$ cat config.mk
export PLATFORM = sky130hd
export DESIGN_NAME = ifu_prefetch
export DESIGN_NICKNAME = d
export VERILOG_FILES = /design/src/rtl/ifu_prefetch.sv
export SDC_FILE = /design/constraint.sdc
export NUM_CORES = 1
export LEC_CHECK = 0
export CELL_PAD_IN_SITES_DETAIL_PLACEMENT = 1
export CELL_PAD_IN_SITES_GLOBAL_PLACEMENT = 2
export CORE_ASPECT_RATIO = 1.75
export CORE_MARGIN = 3
export CORE_UTILIZATION = 36
export DETAILED_ROUTE_END_ITERATION = 7
export PLACE_DENSITY_LB_ADDON = 0.1
export SLEW_MARGIN = 15
export SYNTH_ARGS = -nofsm -noshare
export SYNTH_HDL_FRONTEND = slang
export SYNTH_SLANG_ARGS = --single-unit
$ cat constraint.sdc
create_clock -name clk -period 3.3 [get_ports clk]
set_input_delay 0.825 -clock clk [delete_from_list [all_inputs] [get_ports clk]]
set_output_delay 0.825 -clock clk [all_outputs]
set_load 0.02 [all_outputs]
$ cat src/rtl/ifu_prefetch.sv
// Instruction fetch unit with a single-outstanding, variable-latency memory port
// and a circular prefetch queue of {pc, inst} pairs feeding the decoder.
module ifu_prefetch #(
    parameter int XLEN = 32,
    parameter int ILEN = 32,
    parameter int DEPTH = 4,
    parameter logic [XLEN-1:0] RESET_PC = 'h8000_0000
) (
    input  logic            clk,
    input  logic            rst,
    input  logic            redirect_valid,
    input  logic [XLEN-1:0] redirect_pc,
    output logic            req_valid,
    input  logic            req_ready,
    output logic [XLEN-1:0] req_addr,
    input  logic            resp_valid,
    input  logic [ILEN-1:0] resp_data,
    output logic            inst_valid,
    input  logic            inst_ready,
    output logic [ILEN-1:0] inst,
    output logic [XLEN-1:0] inst_pc
);
    localparam int PW = $clog2(DEPTH);
    localparam logic [PW:0] DEPTH_C = (PW+1)'(DEPTH);

    typedef enum logic [1:0] {IDLE, WAIT, DROP} state_t;

    state_t          state_reg;
    logic [XLEN-1:0] fpc_reg;
    logic [XLEN-1:0] req_pc_reg;
    logic [PW-1:0]   rd_ptr_reg;
    logic [PW-1:0]   wr_ptr_reg;
    logic [PW:0]     count_reg;

    logic [XLEN-1:0] pc_mem   [DEPTH];
    logic [ILEN-1:0] inst_mem [DEPTH];

    logic            pending;
    logic [PW:0]     occupancy;
    logic            req_fire;
    logic            push;
    logic            pop;
    logic            unused_ok;

    assign unused_ok = ^redirect_pc[1:0];

    // A kept outstanding response already owns a queue slot; pops are not credited.
    assign pending   = (state_reg == WAIT);
    assign occupancy = count_reg + {{PW{1'b0}}, pending};
    assign req_valid = !rst && !redirect_valid
                       && ((state_reg == IDLE) || resp_valid)
                       && (occupancy < DEPTH_C);
    assign req_addr  = fpc_reg;
    assign req_fire  = req_valid && req_ready;

    assign inst_valid = !rst && (count_reg != '0);
    assign inst       = inst_mem[rd_ptr_reg];
    assign inst_pc    = pc_mem[rd_ptr_reg];

    assign pop  = inst_valid && inst_ready && !redirect_valid;
    assign push = (state_reg == WAIT) && resp_valid && !redirect_valid;

    always_ff @(posedge clk) begin
        if (push) begin
            pc_mem[wr_ptr_reg]   <= req_pc_reg;
            inst_mem[wr_ptr_reg] <= resp_data;
        end
    end

    always_ff @(posedge clk) begin
        if (rst) begin
            state_reg  <= IDLE;
            fpc_reg    <= RESET_PC;
            req_pc_reg <= RESET_PC;
            rd_ptr_reg <= '0;
            wr_ptr_reg <= '0;
            count_reg  <= '0;
        end else begin
            if (redirect_valid) begin
                fpc_reg <= {redirect_pc[XLEN-1:2], 2'b00};
            end else if (req_fire) begin
                fpc_reg <= fpc_reg + XLEN'(4);
            end
            if (req_fire) begin
                req_pc_reg <= fpc_reg;
            end

            case (state_reg)
                IDLE: begin
                    if (!redirect_valid && req_fire) begin
                        state_reg <= WAIT;
                    end
                end
                WAIT: begin
                    if (redirect_valid) begin
                        state_reg <= resp_valid ? IDLE : DROP;
                    end else if (resp_valid) begin
                        state_reg <= req_fire ? WAIT : IDLE;
                    end
                end
                DROP: begin
                    if (resp_valid) begin
                        state_reg <= req_fire ? WAIT : IDLE;
                    end
                end
                default: state_reg <= IDLE;
            endcase

            if (redirect_valid) begin
                rd_ptr_reg <= '0;
                wr_ptr_reg <= '0;
                count_reg  <= '0;
            end else begin
                if (push) begin
                    wr_ptr_reg <= wr_ptr_reg + PW'(1);
                end
                if (pop) begin
                    rd_ptr_reg <= rd_ptr_reg + PW'(1);
                end
                if (push && !pop) begin
                    count_reg <= count_reg + (PW+1)'(1);
                end else if (pop && !push) begin
                    count_reg <= count_reg - (PW+1)'(1);
                end
            end
        end
    end
endmodule

==> results of run 1 <==
[what timing repair did]
action	4_1_cts	5_1_grt
hold buffers	0	0
setup endpoints to repair	0	1
gates resized for setup	0	2
[cell families after synthesis]
| family | synth area share [%] |
|---|---|
| compound gates | 5.65 |
| xor+xnor | 0.496 |
| fa+ha+maj | 0.769 |
| buf+inv | 1.97 |
| flops | 71.7 |
| mux | 11.5 |
| other cells | 0.0303 |
| simple gates | 7.89 |
[cell usage in the layout (no fill, tap or decap), types with 11 or more instances in the layout]
cell type / n
edfxtp_1: 248
clkdlybuf4s50_1: 159
nand2_1: 96
dfxtp_1: 69
mux4_2: 62
a21oi_1: 55
clkbuf_16: 29
nand3_1: 19
buf_4: 19
nor2_1: 16
inv_1: 12
a31oi_1: 12
nand4_1: 11
buf_12: 11
[cell type report]
type / instances / area, um^2 / share of cell area, %
clock buffers: 47 / 873 / 5.55
multi-input cells: 389 / 3270 / 20.8
well taps: 455 / 569 / 3.62
repair buffers: 192 / 2000 / 12.7
flip-flops and latches: 319 / 8880 / 56.4
clock inverters: 7 / 93.8 / 0.597
inverters: 12 / 45.0 / 0.286
[worst paths after layout]
path,from,endpoint,slack [ns],depth (start not counted)
max,flop,inst_pc[29],0.11,3
min,req_pc_reg[28]$_SDFFE_PP0P_,req_pc_reg[28]$_SDFFE_PP0P_,0.49,2
max reg2reg,req_addr[2]$_SDFFE_PP0P_,req_addr[26]$_SDFFE_PP0P_,0.68,7
min reg2reg,req_pc_reg[28]$_SDFFE_PP0P_,req_pc_reg[28]$_SDFFE_PP0P_,0.49,2
[worst reg2reg max path: cells and delay by family, from the launching register on]
family          cells  cell delay (ns)
compound gates      2             0.63
flops               1             0.48
fa+ha+maj           1             0.26
simple gates        3             0.95
buf+inv             1             0.18
[per-stage QoR]
step	std cells	hold WS (ns)	util [%]	power, uW
2_1_floorplan	766	0.460	-	4610
3_3_place_gp	1367	0.478	43.6	4810
3_5_place_dp	1367	0.492	43.6	4820
4_1_cts	1421	0.501	46.4	8250
5_1_grt	1421	0.529	46.5	8420
6_report	1421	0.495	46.5	8130
[cells in the mapped netlist, types with 4 or more instances]
library cell  number  area [um^2]
a21oi_1           55          275
a31oi_1           12         75.1
and2_1             5         31.3
and3_1             4         25.0
buf_2              9         45.0
buf_4              4         30.0
clkbuf_1          30          113
dfxtp_1           71         1420
edfxtp_1         248         7450
ha_1               6         75.1
inv_1             12         45.0
mux4_2            62         1400
nand2_1           96          360
nand3_1           19         95.1
nand4_1           11         68.8
nor2_1            17         63.8
nor3_1             8         40.0
nor4_1             6         37.5
o211ai_1           9         67.6
o21ai_0            6         30.0
o22ai_1            5         31.3
o311ai_0           6         52.6
or3_1              7         43.8
or4_1              4         30.0
xor2_1             5         43.8
[metal layers]
layer	track usage (%)	vias up
met1	19.1	3769
met4	6.19	0
li1	-	3360
met3	2.43	48
met2	31.7	193
met5	0	-
[report_power, final]
group | total (uW) | switching [uW] | internal [uW]
logic | 338 | 174 | 165
clock network | 3400 | 1430 | 1970
registers | 4400 | 62.2 | 4340
total | 8130 | 1670 | 6470
==> flow_summary.json, run 1 <==
{
  "drt_iter0_markers": 371,
  "synthDistinctLibCells": 55,
  "htreeDepth": 1,
  "grt_pass1_vias": 8340,
  "fin_crit_sh_pct": 96.6,
  "final_area_um2": 15700,
  "slowest_stage": "mux4_2",
  "ioPinCount": 168,
  "rsz0062_at_grt": "false",
  "gp_congestion": 0.792,
  "clkSlewWorstSetupHoldPaths_ns": 0.06,
  "ys_async_sr_fraction_pct": 0,
  "ys_seq_area_share_pct": 71.7,
  "slew_headroom_pct": 64.2,
  "syn-instance-count": 763,
  "worst_pin_slew_ns": 0.534,
  "hp-class": "reg -> reg",
  "largest_reg_flops": 128,
  "cp_data_arrival_time_ns": 2.36,
  "nFillCells": 3368,
  "largestRegisters": "inst_mem (128), pc_mem (120)",
  "nets": 1020,
  "skew_ns": 0.0104,
  "wl_per_cell_um": 21.7,
  "routed.top_layer": "met4",
  "leakagePower_uw": 0.00512,
  "crit_path_end_kind": "primary output",
  "syn_avg_cell_area_um2": 16.2,
  "dr_wl_met2_mm": 16.8,
  "placed_area_um2": 14800,
  "critical_path_required_ns": 2.47,
  "start_util_pct": 36.5,
  "status": "finished clean",
  "dr.pass1.iters": 4,
  "hold_viol_final": 0,
  "cpPeakStageDelay_ns": 0.59,
  "yosys_most_used_dff": "edfxtp_1",
  "die_area_um2": 36700,
  "syn_to_final_growth_pct": 27.2,
  "viasPerCell": 5.19,
  "wirelength_mm": 30.9,
  "peakVddDrop_mv": 0.369,
  "power_density_nw_per_um2": 517,
  "wl_met3_mm": 1.20,
  "synth-seq-cells": 319,
  "synth_edf_count": 248,
  "rows": 89,
  "syn-cell-area_um2": 12400,
  "grt_pass1_wl_mm": 48.4,
  "fin_crit_ns": 3.19,
  "yosysWarningCount": 0,
  "ant_nets": 0,
  "portBuffers": 161,
  "pre_cts_slack_ns": 0.128,
  "grt_max_degree": 38,
  "setup_ws_ns": 0.113,
  "final.setup.tns_ns": 0,
  "design.core.area_um2": 33900,
  "final_layout_size_suffix_gt1_share_pct": 15.4,
  "drt-met1-wl_mm": 11.9,
  "crit_fanout": 28,
  "antenna_found_initial": 0,
  "worstPathBufferInverterCount": 2,
  "cts.path.max_buffers": 3,
  "regMostFlops": "inst_mem",
  "max_freq_mhz": 314,
  "drc": 0,
  "start_kind": "flop",
  "finalSetupViolations": 0,
  "cts.sinks": 319,
  "insertion_delay_ns": 0.55,
  "clockRootBuffer": "clkbuf_16",
  "cts_made_buffers": 29,
  "slew_violations": 0,
  "vias": 7370,
  "die_w_um": 146,
  "critical_path_class": "reg -> out",
  "crit_family": "buffers and inverters",
  "postCtsSetupBuffers": 0,
  "antenna_cells": 0,
  "dp_hpwl_mm": 20.9,
  "track_usage_pct": 16.8,
  "cts_tree": "yes",
  "die_h_um": 251,
  "cap_violations": 0,
  "grt_overflow": 0,
  "crit_chain": "buf_12 -> mux4_2 -> clkdlybuf4s50_1"
}
Power figures use the tool's default switching activity.
==> run 2: changes to the inputs <==
- SLEW_MARGIN: 15 -> 5
==> results of run 2 <==
Final layout, timing and power as in run 1 (identical DEF).
==> edit 1 (settings of run 1) <==
Set the parameter `ILEN` to 16 (it was 32).
--- a/src/rtl/ifu_prefetch.sv
+++ b/src/rtl/ifu_prefetch.sv
@@ -4,3 +4,3 @@
     parameter int XLEN = 32,
-    parameter int ILEN = 32,
+    parameter int ILEN = 16,
     parameter int DEPTH = 4,
Interface: changed (resized inst and resp_data); port bits go from 168 to 136. The function was not compared with the original's and may differ.
==> edit 1 against run 1 <==
  * Sequential power decreased by 20%
  * Final cell count fell by 15%
  * Routed wire length decreased by 21%
  * Area after synthesis down 18%
  * Register-to-register slack improved by 0.14 ns
  * First-iteration DRC count down 19%
  * Sequential cell count down 64
  * Setup slack better by 0.091 ns
  * Count of clock-buffer cells in the layout is 12 lower
  * Design area is 19% lower
  * Power fell by 17%
  * Critical path depth did not move
  * Critical path type unchanged
==> edit 1: results (changes against run 1) <==
Global route
  • Pin count of the biggest net entering global routing: 73 (+92%)
  • Vias in the first global route: 6995 (-16%)
  • Gr usage total: 16.04% (-0.72 points)
  • Global-route wire length before repair: 39190 um (-19%)
  • Met2 usage: 28.80% (-2.9 points)
  • Initial antenna violation count: 0 (unchanged)
  • Met1 Use GR: 19.56% (+0.50 points)
  • M3 GR Usage: 2.313% (-0.12 points)

Synth
  • Post-synthesis sequential area ratio: 68.23% (-3.5 points)
  • Async SR Flop Fraction: 0% (unchanged)
  • Area fraction in compound gates after synthesis: 6.599% (+0.95 points)
  • Post-Synth Adder-Cell Area: 0.9340% (+0.16 points)
  • Post-synth cell types: 57 (+3.6%)
  • Syn Inst Count: 689 (-9.7%)
  • Synth Area in XOR/XNOR: 0.8480% (+0.35 points)
  • Post-synthesis mux area share: 10.37% (-1.1 points)
  • Synth top area share: 54.27% (-6.0 points)
  • EDFF count, synth: 184 (-26%)
  • Synth area leaders: edfxtp_1, dfxtp_1, mux4_2
  • Synth cell count leaders: edfxtp_1, nand2_1, dfxtp_1, a21oi_1, mux4_2
  • Post-synth top flop: edfxtp_1

Finish
  • Share of cells above drive strength 1: 14.74% (-0.68 points)
  • Fill cells: 2715 (-19%)
  • Area occupied by multi-input gates: 2977 um2 (-9.1%)
  • Antenna cells: 0 (unchanged)
  • Biggest regs: pc_mem (120), inst_mem (64)
  • Final nets: 883 (-13%)
  • Fin cells: 1210 (-15%)

Pwr
  • Clk pwr: 2.95 mW (-13%)
  • Overall power: 6.746 mW (-17%)
  • Maximum vdd drop: 0.3064 mV (-17%)
  • Comb power frac: 4.4% (+0.2 points)
  • Static Leak: 4.205 nW (-18%)
  • Switching share of power: 20.85% (+0.36 points)

Route
  • Met2 wire length: 12750 um (-24%)
  • Via count: 6290 (-15%)
  • Met3 WL post-DR: 998 um (-17%)
  • First-pass iteration count of the detailed router: 4 (unchanged)
  • Total Routed Length: 24400 um (-21%)
  • Initial DRC Count: 299 (-19%)
  • WL met1: 9924 um (-17%)

STA
  • Tightest Pin Transition: 0.7558 ns (+0.2213 ns)
  • Worst Skew: 0.008619 ns (-0.001760 ns)

Worst setup path
  • Crit-path max FO: 20 (-29%)
  • Critical path data arrival time: 2.27 ns (-0.09 ns)

Placed design
  • Detail Placement HPWL: 15930 um (-24%)
  • DP Area: 11940 um2 (-19%)
  • Input/output buffers: 129 (-20%)
  • Dpl ws: -0.02988 ns (-0.1582 ns)
  • Routability-driven placement congestion ratio: 0.7732 (-2.3%)

Clocking
  • Total CTS buffers: 25 (-14%)
  • Post_cts resized: 0 (unchanged)
  • Clk Latency, worst-skew pair: 0.53 ns (-0.02 ns)
  • CTS clk-pin slew, worst paths: 0.06 ns (about the same)

Run status
  • Status: completed
==> edit 1: area by class of cell <==
class | count | area share, %
Sequential cell | 255 | 54.28
Clock buffer | 35 | 5.578
Clock inverter | 11 | 1.114
Timing Repair Buffer | 146 | 11.80
Tap cell | 369 | 3.605
Multi-Input combinational cell | 381 | 23.24
Inverter | 13 | 0.3810
==> edit 1: timing repair <==
item / 4_1_cts / 5_1_grt
setup endpoints to repair: 3 / 0
buffers inserted: 1 / 0
hold buffers: 0 / 0
==> edit 1: path summary, 6_finish.rpt <==
check,slack [ns],to,depth (start not counted),startpoint
worst max-delay path,0.20,inst_pc[28],3,flip-flop
worst min-delay path,0.50,req_pc_reg[15],2,req_pc_reg[15]
worst min register to register,0.50,req_pc_reg[15],2,req_pc_reg[15]
worst max register to register,0.82,count_reg[2],8,state_reg[1]
==> edit 1: critical path: stages, from the launching register on <==
cell and delay, ns:
dfxtp_4 0.39, buf_12 0.21, mux4_2 0.57, clkdlybuf4s50_1 0.56
==> edit 2 (settings of run 1) <==
Made on the original files. The 3 states of `state_t` get a one-hot encoding in 3 bits.
--- a/src/rtl/ifu_prefetch.sv
+++ b/src/rtl/ifu_prefetch.sv
@@ -25,3 +25,3 @@
 
-    typedef enum logic [1:0] {IDLE, WAIT, DROP} state_t;
+    typedef enum logic [2:0] {IDLE = 3'b001, WAIT = 3'b010, DROP = 3'b100} state_t;
 
Function: no difference found for any inputs over 4 cycles, from zero or initial values and one cycle with rst high; so few cycles prove little.
==> edit 2 against run 1 <==
  * Area after synthesis up 1.9%
  * Sequential power hardly changed
  * Worst hold slack gained 0.011 ns
  * Power rose by 0.76%
  * Routed wire length rose by 2.5%
  * Setup slack worse by 0.0047 ns
  * Non-clock buffer count increased by 5
  * Clock skew shrank 0.00097 ns
  * Sequential cell count grew 1
  * Design area is 2.4% higher
==> edit 2: results (changes against run 1) <==
STA
  • Tightest Pin Transition: 0.6680 ns (+0.1335 ns)
  • Worst Skew: 0.009412 ns (-0.0009670 ns)
  • Final hold slack: 0.5062 ns (+0.01125 ns)
  • Post-layout min period: 3.191 ns (+0.004654 ns)

Global route
  • Global-route wire length before repair: 48910 um (+1.0%)
  • Met2 usage: 31.75% (about the same)
  • Met1 Use GR: 19.43% (+0.37 points)
  • M3 GR Usage: 2.381% (-0.053 points)
  • Gr usage total: 16.83% (+0.065 points)
  • Vias in the first global route: 8386 (+0.55%)

Worst hold path
  • Worst hold start: req_pc_reg[20]

Worst setup path
  • R2R Setup Slk: 0.77 ns (+0.09 ns)
  • Worst R2R Start: state_reg[2]

Synth
  • Post-synthesis mux area share: 11.43% (-0.029 points)
  • Synth area leaders: edfxtp_1, dfxtp_1, mux4_2
  • Area fraction in compound gates after synthesis: 6.190% (+0.54 points)
  • Post-synth cell types: 67 (+22%)
  • Post-synthesis sequential area ratio: 70.59% (-1.1 points)
  • Synth cell count leaders: edfxtp_1, nand2_1, dfxtp_1, mux4_2, a21oi_1
  • Post-Synth Adder-Cell Area: 0.7552% (-0.014 points)
  • Syn Area/Cell: 16.10 um2 (-0.62%)

Placed design
  • DP Area: 14950 um2 (+1.3%)
  • Dpl ws: -0.03661 ns (-0.1650 ns)
  • Detail Placement HPWL: 21000 um (+0.44%)
  • Routability-driven placement congestion ratio: 0.7992 (+0.96%)

Clocking
  • Total CTS buffers: 30 (+3.4%)

Route
  • Routed wire per std cell: 21.80 um (+0.27%)
  • Initial DRC Count: 278 (-25%)
  • Met3 WL post-DR: 1046 um (-13%)
  • WL met1: 12240 um (+2.4%)
  • Vias/cell: 5.191 (about the same)
  • Via count: 7543 (+2.3%)

Pwr
  • Maximum vdd drop: 0.2906 mV (-21%)
  • Static Leak: 5.340 nW (+4.2%)

Finish
  • Share of cells above drive strength 1: 17.82% (+2.4 points)
  • Final nets: 1047 (+2.6%)

Run status
  • Status: completed
-- edit 2: cell count changes in the layout (fill, tap and decap cells not counted), moves of 5 or more --
cell | before | now
nor2_1 | 16 | 22
nand2_1 | 96 | 103
nor4_1 | 6 | 1
clkinv_2 | 1 | 6
clkdlybuf4s50_1 | 159 | 118
a21oi_1 | 55 | 44
clkbuf_1 | 10 | 5
clkinvlp_4 | 1 | 6
o21ai_0 | 6 | 11
dlymetal6s2s_1 | 1 | 38
-- edit 2: power by group --
| part | switching [mW] | leakage [nW] | internal [mW] |
|---|---|---|---|
| clock | 1.47 | 0.476 | 1.99 |
| combinational | 0.176 | 2.09 | 0.165 |
| sequential | 0.0549 | 2.78 | 4.34 |
| total | 1.70 | 5.34 | 6.50 |
-- edit 2: area by class of cell --
type / count / area [um2]
fillers: 3437 / 18350
flip-flops and latches: 320 / 8895
multi-input cells: 411 / 3452
repair buffers: 197 / 2150
clock buffers: 41 / 863.3
well taps: 460 / 575.6
clock inverters: 14 / 135.1
inverters: 10 / 37.54
-- edit 2: critical path: stages, from the launching register on --
cell             delay, ns
dfxtp_4               0.50
buf_12                0.23
mux4_2                0.52
clkdlybuf4s50_1       0.55
-- edit 2: path summary, 6_finish.rpt --
kind | end | cells after the start
setup / recovery | inst[29] | 3
hold / removal | req_pc_reg[20] | 2
setup reg to reg | count_reg[2] | 8
hold reg to reg | req_pc_reg[20] | 2
-- edit 2: timing repair --
item | in CTS | in global routing
resized for setup | 7 | 41
gates cloned | 1 | 1
buffers inserted | 0 | 0
endpoints found under the setup margin | 60 | 49
